===== config.mk =====
export PLATFORM = sky130hd
export DESIGN_NAME = bus_arbiter_mux_flat
export DESIGN_NICKNAME = d
export VERILOG_FILES = /design/src/rtl/bus_arbiter_mux_if.sv /design/src/rtl/bus_arbiter_mux.sv /design/src/flat_wrapper.sv
export SDC_FILE = /design/constraint.sdc
export NUM_CORES = 1
export LEC_CHECK = 0
export BUFFER_PORTS_ARGS = -buffer_cell sky130_fd_sc_hd__buf_2
export CAP_MARGIN = 20
export CORE_ASPECT_RATIO = 2
export CORE_UTILIZATION = 45
export DETAILED_ROUTE_END_ITERATION = 8
export PLACE_DENSITY = 0.72
export SETUP_SLACK_MARGIN = 0.1
export SYNTH_ARGS = -nofsm -noshare
export SYNTH_HDL_FRONTEND = slang
export SYNTH_SLANG_ARGS = --single-unit

===== constraint.sdc =====
create_clock -name clk -period 2.68 [get_ports clk]
set_input_delay 0.134 -clock clk [delete_from_list [all_inputs] [get_ports clk]]
set_output_delay 0.134 -clock clk [all_outputs]
set_load 0.01 [all_outputs]

===== src/rtl/bus_arbiter_mux_if.sv =====
// Shared-bus arbiter interface: source requests in, registered bus out.
// The master side drives requests; the arbiter sits on the slave side.
interface bus_arbiter_mux_if #(
  parameter int N     = 5,
  parameter int W     = 8,
  parameter int CNT_W = 8
);
  localparam int IW = (N > 1) ? $clog2(N) : 1;

  logic [N*W-1:0] src_data;
  logic [N-1:0]   src_en;
  logic           lock;
  logic           clr_cnt;
  logic [W-1:0]   bus;
  logic           bus_valid;
  logic [N-1:0]   grant;
  logic [IW-1:0]  grant_idx;
  logic           contention;
  logic [CNT_W-1:0] contention_cnt;

  modport master (
    output src_data, src_en, lock, clr_cnt,
    input  bus, bus_valid, grant, grant_idx,
    input  contention, contention_cnt
  );

  modport slave (
    input  src_data, src_en, lock, clr_cnt,
    output bus, bus_valid, grant, grant_idx,
    output contention, contention_cnt
  );
endinterface


===== src/rtl/bus_arbiter_mux.sv =====
// Registered N-source bus arbiter/mux with fixed or round-robin priority,
// grant locking, idle hold and a saturating contention counter.
module bus_arbiter_mux #(
  parameter int N     = 5,
  parameter int W     = 8,
  parameter int RR    = 0,
  parameter int HOLD  = 1,
  parameter int CNT_W = 8
) (
  input logic clk,
  input logic rst_n,
  bus_arbiter_mux_if.slave bif
);
  localparam int IW = (N > 1) ? $clog2(N) : 1;

  logic [W-1:0]     bus_q;
  logic             valid_q;
  logic [N-1:0]     grant_q;
  logic [IW-1:0]    idx_q;
  logic [IW-1:0]    last_q;
  logic             cont_q;
  logic [CNT_W-1:0] cnt_q;

  logic [IW-1:0] win;
  logic          hit;
  logic          locked;
  logic          cont;

  always_comb begin
    win    = '0;
    hit    = 1'b0;
    locked = bif.lock && (|grant_q) && bif.src_en[idx_q];
    if (locked) begin
      win = idx_q;
      hit = 1'b1;
    end else if (RR == 0) begin
      for (int i = N - 1; i >= 0; i--) begin
        if (bif.src_en[i]) begin
          win = IW'(i);
          hit = 1'b1;
        end
      end
    end else begin
      // Walk forward from the slot after the previous winner.
      for (int k = 1; k <= N; k++) begin
        int j;
        j = (int'(last_q) + k) % N;
        if (!hit && bif.src_en[j]) begin
          win = IW'(j);
          hit = 1'b1;
        end
      end
    end
  end

  assign cont = ($countones(bif.src_en) >= 2);

  always_ff @(posedge clk or negedge rst_n) begin
    if (!rst_n) begin
      bus_q   <= '0;
      valid_q <= 1'b0;
      grant_q <= '0;
      idx_q   <= '0;
      last_q  <= IW'(N - 1);
    end else if (hit) begin
      bus_q   <= bif.src_data[win*W +: W];
      valid_q <= 1'b1;
      grant_q <= N'(1) << win;
      idx_q   <= win;
      last_q  <= win;
    end else begin
      valid_q <= 1'b0;
      grant_q <= '0;
      if (HOLD == 0) bus_q <= '0;
    end
  end

  always_ff @(posedge clk or negedge rst_n) begin
    if (!rst_n) begin
      cont_q <= 1'b0;
      cnt_q  <= '0;
    end else begin
      cont_q <= cont;
      if (bif.clr_cnt)
        cnt_q <= '0;
      else if (cont && (cnt_q != {CNT_W{1'b1}}))
        cnt_q <= cnt_q + 1'b1;
    end
  end

  assign bif.bus            = bus_q;
  assign bif.bus_valid      = valid_q;
  assign bif.grant          = grant_q;
  assign bif.grant_idx      = idx_q;
  assign bif.contention     = cont_q;
  assign bif.contention_cnt = cnt_q;
endmodule


===== src/flat_wrapper.sv =====
// flat-port wrapper written by rule: the top's interface ports become plain ports
module bus_arbiter_mux_flat 
#(
  parameter int N     = 5,
  parameter int W     = 8,
  parameter int RR    = 0,
  parameter int HOLD  = 1,
  parameter int CNT_W = 8
)
  (clk, rst_n, bif_src_data, bif_src_en, bif_lock, bif_clr_cnt, bif_bus, bif_bus_valid, bif_grant, bif_grant_idx, bif_contention, bif_contention_cnt);
  bus_arbiter_mux_if #(.N(N), .W(W), .CNT_W(CNT_W)) bif_i ();
  input logic clk;
  input logic rst_n;
  input wire logic [$bits(bif_i.src_data)-1:0] bif_src_data;
  input wire logic [$bits(bif_i.src_en)-1:0] bif_src_en;
  input wire logic [$bits(bif_i.lock)-1:0] bif_lock;
  input wire logic [$bits(bif_i.clr_cnt)-1:0] bif_clr_cnt;
  output wire logic [$bits(bif_i.bus)-1:0] bif_bus;
  output wire logic [$bits(bif_i.bus_valid)-1:0] bif_bus_valid;
  output wire logic [$bits(bif_i.grant)-1:0] bif_grant;
  output wire logic [$bits(bif_i.grant_idx)-1:0] bif_grant_idx;
  output wire logic [$bits(bif_i.contention)-1:0] bif_contention;
  output wire logic [$bits(bif_i.contention_cnt)-1:0] bif_contention_cnt;
  assign bif_i.src_data = bif_src_data;
  assign bif_i.src_en = bif_src_en;
  assign bif_i.lock = bif_lock;
  assign bif_i.clr_cnt = bif_clr_cnt;
  assign bif_bus = bif_i.bus;
  assign bif_bus_valid = bif_i.bus_valid;
  assign bif_grant = bif_i.grant;
  assign bif_grant_idx = bif_i.grant_idx;
  assign bif_contention = bif_i.contention;
  assign bif_contention_cnt = bif_i.contention_cnt;
  bus_arbiter_mux #(.N(N), .W(W), .RR(RR), .HOLD(HOLD), .CNT_W(CNT_W)) u_core (.clk(clk), .rst_n(rst_n), .bif(bif_i));
endmodule

==> out/results.txt, run 1 <==
Via count - 2785
Clock-pin transition on the worst setup and hold timing paths - 0.09 ns
Largest fanout on the critical path - 15
Total Wirelength - 7.85 mm
Final ANT Viol Nets - 0
Area Overhead vs Synth - 21.2%
Row Count - 37
EDFF count, synth - 0
RSZ-0062 raised after global routing - no
Post-synth top area share - 27.2%
Vias in the first global route - 2648
Clock group share of total power - 19.7%
Share of post-route cells with drive strength above 1 - 27.6%
Yosys Warn Count - 0
Synth Area per Inst - 7.57 um^2
Main synth FF type - dfrtp_1
Hold Worst Slack - 0.130 ns
Relative max-transition margin - 40.3%
First-pass GRT wire length - 12.3 mm
Post-synth ARST share - 100%
Die height - 105 um
Initial Utilization - 46.6%
Clk_skew - 0.00563 ns
Count leader, synth - nand2_1
Post-Syn Area - 2390 um^2
Core area - 5140 um^2
Area of the multi-input gates - 1560 um^2
Sequential Power Share - 31.5%
Starting DRT DRC Count - 128
Worst hold stages - 2
Sw Share - 41.2%
Share of power burned in combinational logic - 48.8%
WL per Instance - 17.9 um
Crit path largest cell delay - 0.61 ns
Slew Limit Fails - 0
Final setup fails - 0
Resized Gates After CTS - 0
Drt pass-1 iters - 4
Status - finished clean
Filler instances - 515
Synth Net Count - 372
Via-per-instance ratio - 6.36
Hold crit path type - in2reg
CP Capture Type - register
Synth area leaders - dfrtp_1, nand2_1, a2111oi_0
Hold Crit Start - bif_clr_cnt
Final min period - 2.42 ns
WP data required - 2.82 ns
Routability cong. - 0.919
WS Path Type - reg2reg
Sink Count - 26
Period utilization - 90.3%
Port bufs - 74
Sequential cell area - 651 um^2
DIE AREA - 5630 um^2
Max H-tree Level - 1
Fin Setup TNS - 0 ns
Worst r2r src - u_core.bif.grant_idx[1]
Initial antenna violation count - 0
# DRC - 0
Largest net degree at the start of global routing - 30
Tightest Pin Transition - 0.895 ns
Gr usage total - 29.5%
End of the worst register-to-register path - u_core.bif.bus[5]
Global route total overflow - 0
Max_cap viols - 0
CTS Buf Count - 3
Worst EP arrival - 2.56 ns
Count of cell types in the netlist - 49
Clock Latency Late Sink - 0.27 ns
Maximum vdd drop - 442 uV
CTS tree - yes
R2R cell count - 6
CTS Buffer Depth - 2
I/O pin count - 75
Hold endpoint - u_core.bif.contention_cnt[5]
Die Wd - 53.6 um
Slowest-stage cell, CP - o22a_1
DP Wirelength - 5.78 mm
Root Driver - clkbuf_8
Leakage - 1.31 nW
Psw - 670 uW
Critical path cell sequence - nor3b_1 > o22a_1 > buf_4 > a32oi_1 > o22ai_1 > a31oi_1
Synth top cells by count - nand2_1, dfrtp_1, nor2_1, clkbuf_1, o22ai_1
Endpoints failing hold - 0
Max Clk Rate - 0.413 GHz
Mapped Cells - 316
Sequential share of the synthesized area - 27.2%
Reg-to-reg slack, setup - 0.26 ns
Final net count - 437
CP Launch Type - register
Yosys reg bits - 26
Internal power - 958 uW
Dominant cell type by area after synthesis - dfrtp_1
Post-CTS Setup Repair Bufs - 0
Pre-CTS setup slack - 0.130 ns
ANT cells - 0
Setup WS post-layout - 0.259 ns
Power per Cell Area - 561 nW/um^2
-- through the flow --
stage          util, %  power (mW)  area [um^2]  instances
6_report          56.4        1.63         2900        438
5_1_grt           56.4        1.72         2900        438
4_1_cts           56.4        1.62         2900        438
3_5_place_dp      54.9        1.30         2820        433
3_3_place_gp      54.9        1.29         2820        433
2_1_floorplan        -        1.01         2390        316
-- cell families after synthesis --
group	count (synthesis)	share of synthesized area (%)
flip-flops	26	27.2
XOR/XNOR	5	1.83
AO/OA/AOI/OAI	102	31.8
adder cells (fa/ha/maj)	7	3.97
buffers and inverters	38	8.00
AND/OR/NAND/NOR	134	25.0
multiplexers	4	2.20
-- timing repair --
action | in CTS | in global routing
setup endpoints to repair | 0 | 0
hold buffers | 1 | 0
endpoints found under the hold margin | 26 | 0
-- layer usage --
layer | wire (um) | GRT usage [%] | part of all wire (%)
met1 | 2840 | 31.1 | 36
met3 | 395 | 2.77 | 5.0
met2 | 4230 | 53.1 | 54
met4 | 386 | 15.8 | 4.9
met5 | 0 | 0 | 0
-- flip-flops by register name (all words and copies together) (netlist names) --
register and count:
u_core.bif.bus 8, u_core.bif.contention_cnt 8, u_core.bif.grant 5, u_core.bif.grant_idx 3, u_core.bif.bus_valid 1, u_core.bif.contention 1
-- how the worst max path moves through the flow --
| stage | to | slack (ns) | from | depth (start not counted) |
|---|---|---|---|---|
| 6_report | u_core.bif.bus[5] | 0.26 | u_core.bif.grant_idx[1] | 6 |
| 5_1_grt | u_core.bif.bus[4] | 0.10 | u_core.bif.grant_idx[1] | 7 |
| 4_1_cts | u_core.bif.bus[4] | 0.29 | u_core.bif.grant_idx[1] | 6 |
| 3_5_place_dp | u_core.bif.contention_cnt[6] | 0.13 | bif_src_en[2] | 11 |
| 3_3_place_gp | u_core.bif.contention_cnt[5] | 0.20 | bif_src_en[2] | 11 |
| 2_1_floorplan | u_core.bif.contention_cnt[5] | 0.45 | bif_src_en[2] | 10 |
-- cell usage in the layout (no fill, tap or decap), drive strengths merged, types with 2 or more instances in the layout --
cell,instances
xnor2,4
nor2,22
o31ai,12
a31oi,17
or4,2
nor3b,2
nor4,10
nand2,76
buf,89
dfrtp,26
or2,2
nand3,5
a2111oi,16
a21oi,4
a21boi,2
o21ai,11
mux2i,3
ha,6
o22ai,17
a32oi,16
nor3,7
inv,7
clkbuf,3
or3,3
-- critical path: cells and delay by family (launching register included) --
| kind | cells | cell delay [ns] |
|---|---|---|
| DFF | 1 | 0.51 |
| AOI/OAI and AO/OA | 4 | 1.16 |
| buffers and inverters | 1 | 0.25 |
| and+or+nand+nor | 1 | 0.37 |
-- area by class of cell --
cell class / instances / area share [%]
clock buffers: 3 / 1.42
clock inverters: 1 / 1.04
inverters: 8 / 1.04
multi-input cells: 252 / 53.7
flip-flops and latches: 26 / 22.4
well taps: 58 / 2.50
repair buffers: 90 / 17.9
-- power by group through the flow --
| stage | Combinational (mW) | Clock [mW] | Sequential, mW |
|---|---|---|---|
| 2_1_floorplan | 0.467 | 0 | 0.540 |
| 3_3_place_gp | 0.770 | 0 | 0.518 |
| 3_5_place_dp | 0.778 | 0 | 0.520 |
| 4_1_cts | 0.782 | 0.322 | 0.513 |
| 5_1_grt | 0.862 | 0.338 | 0.519 |
| 6_report | 0.794 | 0.320 | 0.513 |
Note: power is estimated with default switching activity, not from simulation.
==> inputs of run 2 (changes only) <==
--- a/config.mk
+++ b/config.mk
@@ -10,7 +10,7 @@
 export CORE_ASPECT_RATIO = 2
 export CORE_UTILIZATION = 45
 export DETAILED_ROUTE_END_ITERATION = 8
-export PLACE_DENSITY = 0.72
+export PLACE_DENSITY_LB_ADDON = 0.1
 export SETUP_SLACK_MARGIN = 0.1
 export SYNTH_ARGS = -nofsm -noshare
 export SYNTH_HDL_FRONTEND = slang
==> out/results.txt, run 2 (same netlist as run 1, synthesis figures left out) <==
Reg-to-reg slack, setup - 0.24 ns
Sink Count - 26
Maximum vdd drop - 368 uV
Root Driver - clkbuf_8
Status - finished clean
Hold endpoint - u_core.bif.contention_cnt[3]
ANT cells - 0
Tightest Pin Transition - 0.883 ns
Fin area - 2900 um^2
Final ANT Viol Nets - 0
Via-per-instance ratio - 6.46
Period utilization - 90.9%
Starting DRT DRC Count - 99
Hold crit path type - in2reg
CP Capture Type - register
Row Count - 37
Global route total overflow - 0
Via count - 2837
Clock-pin transition on the worst setup and hold timing paths - 0.10 ns
Final net count - 438
Slew Limit Fails - 0
Die Wd - 53.6 um
Hold Crit Start - bif_clr_cnt
CP Launch Type - register
Total Wirelength - 8.33 mm
Gr usage total - 31.6%
Worst hold stages - 2
RSZ-0062 raised after global routing - no
Clk_skew - 0.00799 ns
Post-CTS Setup Repair Bufs - 0
Post-DP Area - 2810 um^2
DP Wirelength - 5.99 mm
Drt pass-1 iters - 4
Largest fanout on the critical path - 15
Largest net degree at the start of global routing - 30
Area Overhead vs Synth - 21.0%
Final setup fails - 0
I/O pin count - 75
Most frequent cells in the layout - nand2_1, buf_2, dfrtp_1
Met2 routed WL - 4.44 mm
End of the worst register-to-register path - u_core.bif.bus[7]
Filler instances - 548
Max Clk Rate - 0.410 GHz
R2R cell count - 7
First-pass GRT wire length - 13.3 mm
WL per Instance - 19.0 um
Power per Cell Area - 564 nW/um^2
WL met3 - 395 um
CTS Buffer Depth - 2
Port bufs - 74
Initial Utilization - 46.6%
Max H-tree Level - 1
CTS tree - yes
Relative max-transition margin - 41.1%
Worst r2r src - u_core.bif.grant_idx[1]
Highest Signal Layer - met4
Leakage - 1.31 nW
Max_cap viols - 0
Initial antenna violation count - 0
Clock Latency Late Sink - 0.28 ns
# DRC - 0
Routability cong. - 0.932
Fin Setup TNS - 0 ns
Vias in the first global route - 2746
CTS Buf Count - 3
Met1 Routed Length - 2.98 mm
Final min period - 2.44 ns
WS Path Type - reg2reg
Core area - 5140 um^2
Total power draw - 1.63 mW
WP data required - 2.87 ns
Endpoints failing hold - 0
Share of post-route cells with drive strength above 1 - 27.8%
Die height - 105 um
DIE AREA - 5630 um^2
Worst EP arrival - 2.63 ns
Leading cell type in the layout, fill and taps excluded - nand2_1
-- run 2: cell count changes in the layout (fill, tap and decap cells not counted) --
cell / change
buf_4: +2
buf_12: -1
-- run 2: timing repair --
action | 4_1_cts | 5_1_grt
hold endpoints to repair | 26 | 0
hold buffers | 1 | 0
gates resized for setup | 0 | 0
-- run 2: how the worst max path moves through the flow --
| stage | slack, ns | end | start |
|---|---|---|---|
| 4_1_cts | 0.28 | u_core.bif.bus[7] | u_core.bif.grant_idx[1] |
| 5_1_grt | 0.17 | u_core.bif.bus[5] | u_core.bif.grant_idx[1] |
| 3_3_place_gp | 0.21 | u_core.bif.contention_cnt[5] | bif_src_en[2] |
| 6_report | 0.24 | u_core.bif.bus[7] | u_core.bif.grant_idx[1] |
| 3_5_place_dp | 0.15 | u_core.bif.contention_cnt[6] | bif_src_en[2] |
| 2_1_floorplan | 0.45 | u_core.bif.contention_cnt[5] | bif_src_en[2] |
-- run 2: final cells by class --
cell class	instances	area, um^2	area share [%]
multi-input combinational	252	1560	53.8
clock inverter	1	30.0	1.04
clock buffer	3	41.3	1.43
sequential	26	651	22.5
inverter	8	30.0	1.04
timing repair buffer	91	513	17.7
tap	58	72.6	2.51
-- run 2: through the flow --
step                hold WS (ns)  setup slack, ns  utilization [%]  std cells
floorplan                 -0.162            0.454                -        316
global placement           0.167            0.211             54.8        434
detailed placement         0.181            0.145             54.8        434
CTS                        0.123            0.277             56.3        439
global route               0.125            0.173             56.3        439
finish                     0.115            0.244             56.3        439
-- run 2: where the power goes --
group	internal (mW)	total (mW)	switching, mW
Sequential	0.457	0.506	0.0489
Combinational	0.294	0.797	0.503
Clock	0.200	0.332	0.132
-- run 2: routing by layer --
metal,vias up,GRT usage [%]
met5,-,0
met4,0,19.4
met3,33,2.47
met2,131,53.9
met1,1351,35.4
li1,1322,-
-- run 2: worst max-delay path, stage by stage (launching register included) --
cell	delay (ns)
dfrtp_1	0.40
mux4_2	0.54
or2_1	0.47
buf_4	0.28
buf_4	0.17
a32oi_1	0.20
o22ai_1	0.12
a31oi_1	0.17
==> inputs of run 3 (changes only) <==
--- a/config.mk
+++ b/config.mk
@@ -7,7 +7,6 @@
 export LEC_CHECK = 0
 export BUFFER_PORTS_ARGS = -buffer_cell sky130_fd_sc_hd__buf_2
 export CAP_MARGIN = 20
-export CORE_ASPECT_RATIO = 2
 export CORE_UTILIZATION = 45
 export DETAILED_ROUTE_END_ITERATION = 8
 export PLACE_DENSITY_LB_ADDON = 0.1
==> out/results.txt, run 3 (same netlist as run 1, synthesis figures left out) <==
Initial antenna violation count - 0
Endpoints failing hold - 0
Tightest Pin Transition - 0.955 ns
DIE AREA - 5610 um^2
Share of power burned in combinational logic - 48.1%
WP data required - 2.85 ns
Critical Path Most Common Cell - ha_1
Internal power - 946 uW
Root Driver - clkbuf_8
Post-CTS Setup Repair Bufs - 0
Status - finished clean
# DRC - 0
Largest net degree at the start of global routing - 30
Core area - 5110 um^2
Sink Count - 26
Die Wd - 74.9 um
Die height - 74.9 um
Gr usage total - 28.0%
Leakage - 1.30 nW
CTS Buf Count - 3
Total Wirelength - 7.54 mm
Final min period - 2.24 ns
CP Launch Type - primary input
CP Capture Type - register
Starting DRT DRC Count - 222
Critical path cell sequence - buf_2 > inv_1 > ha_1 > ha_1 > a21o_1 > fa_1 > or2_2 > o31ai_2 > nor3_1 > xnor2_1 > nor2_1
CTS Buffer Depth - 2
Most frequent cells in the layout - nand2_1, buf_2, dfrtp_1
CTS tree - yes
Area of the multi-input gates - 1560 um^2
Slew Limit Fails - 0
Via count - 2730
ANT cells - 0
Initial Utilization - 46.9%
Fin Setup TNS - 0 ns
Area Overhead vs Synth - 21.3%
Clock group share of total power - 20.5%
DP Wirelength - 5.21 mm
Sequential cell area - 651 um^2
Filler instances - 505
Resized Gates After CTS - 0
Final ANT Viol Nets - 0
Power per Cell Area - 555 nW/um^2
Routability cong. - 0.852
Fin area - 2900 um^2
Psw - 666 uW
First-pass GRT wire length - 12.2 mm
Clock-pin transition on the worst setup and hold timing paths - 0.09 ns
Via-per-instance ratio - 6.07
WL per Instance - 16.8 um
WS Path Type - in2reg
Max_cap viols - 0
Crit path buf inv count - 2
Maximum vdd drop - 268 uV
Worst EP arrival - 2.40 ns
I/O pin count - 75
Post-CTS Hold Buffers - 1
Relative max-transition margin - 36.2%
Vias in the first global route - 2499
Post-DP Area - 2820 um^2
Final net count - 437
Crit path max-delay family - adder cells
Sequential Power Share - 31.4%
Hold crit path type - in2reg
RSZ-0062 raised after global routing - no
Period utilization - 83.5%
Max Clk Rate - 0.447 GHz
Slowest-stage cell, CP - fa_1
Row Count - 26
Port bufs - 74
Crit path largest cell delay - 0.41 ns
Clk_skew - 0.00568 ns
Share of post-route cells with drive strength above 1 - 27.6%
Clock Latency Late Sink - 0.27 ns
Global route total overflow - 0
Leading cell type in the layout, fill and taps excluded - nand2_1
Final setup fails - 0
Drt pass-1 iters - 5
Max H-tree Level - 1
Sw Share - 41.3%
Largest fanout on the critical path - 10
run 3: cell count changes in the layout (fill, tap and decap cells not counted):
cell	before	now
buf_4	15	14
run 3: cell type report:
class	instances	share of cell area [%]
timing repair buffer	90	17.4
clock buffer	3	1.42
sequential	26	22.4
clock inverter	1	1.03
tap	70	3.02
inverter	8	1.03
multi-input combinational	252	53.7
run 3: final timing paths:
check                                         from                            to  slack (ns)  depth (start not counted)
setup reg to reg           u_core.bif.grant_idx[1]             u_core.bif.bus[2]        0.45                          6
max in group asynchronous                    rst_n  u_core.bif.contention_cnt[1]        1.89                          2
setup / recovery                     bif_src_en[2]  u_core.bif.contention_cnt[5]        0.44                         11
hold reg to reg                  u_core.bif.bus[1]             u_core.bif.bus[1]        0.56                          2
min in group asynchronous                    rst_n  u_core.bif.contention_cnt[3]        0.40                          2
hold / removal                         bif_clr_cnt  u_core.bif.contention_cnt[4]        0.13                          2
run 3: per-stage QoR:
| step | setup slack [ns] | std cells | power, mW | util, % | hold WS (ns) |
|---|---|---|---|---|---|
| detailed placement | 0.134 | 445 | 1.27 | 55.2 | 0.171 |
| floorplan | 0.454 | 316 | 1.01 | - | -0.162 |
| global placement | 0.190 | 445 | 1.26 | 55.2 | 0.175 |
| global route | 0.155 | 450 | 1.72 | 56.8 | 0.120 |
| finish | 0.442 | 450 | 1.61 | 56.8 | 0.125 |
| CTS | 0.423 | 450 | 1.60 | 56.8 | 0.117 |
run 3: power by group through the flow:
stage | combinational (mW) | sequential [mW] | clock, mW
after floorplan | 0.467 | 0.540 | 0
after global placement | 0.753 | 0.510 | 0
after detailed placement | 0.760 | 0.512 | 0
after CTS | 0.762 | 0.504 | 0.334
after global routing | 0.847 | 0.516 | 0.353
final | 0.775 | 0.505 | 0.331
run 3: per-layer routing:
metal  wire [um]  global-route usage (%)
met4          84                    8.18
met5           0                       0
met2        3290                    41.5
met3         687                    3.61
met1        3490                    42.1
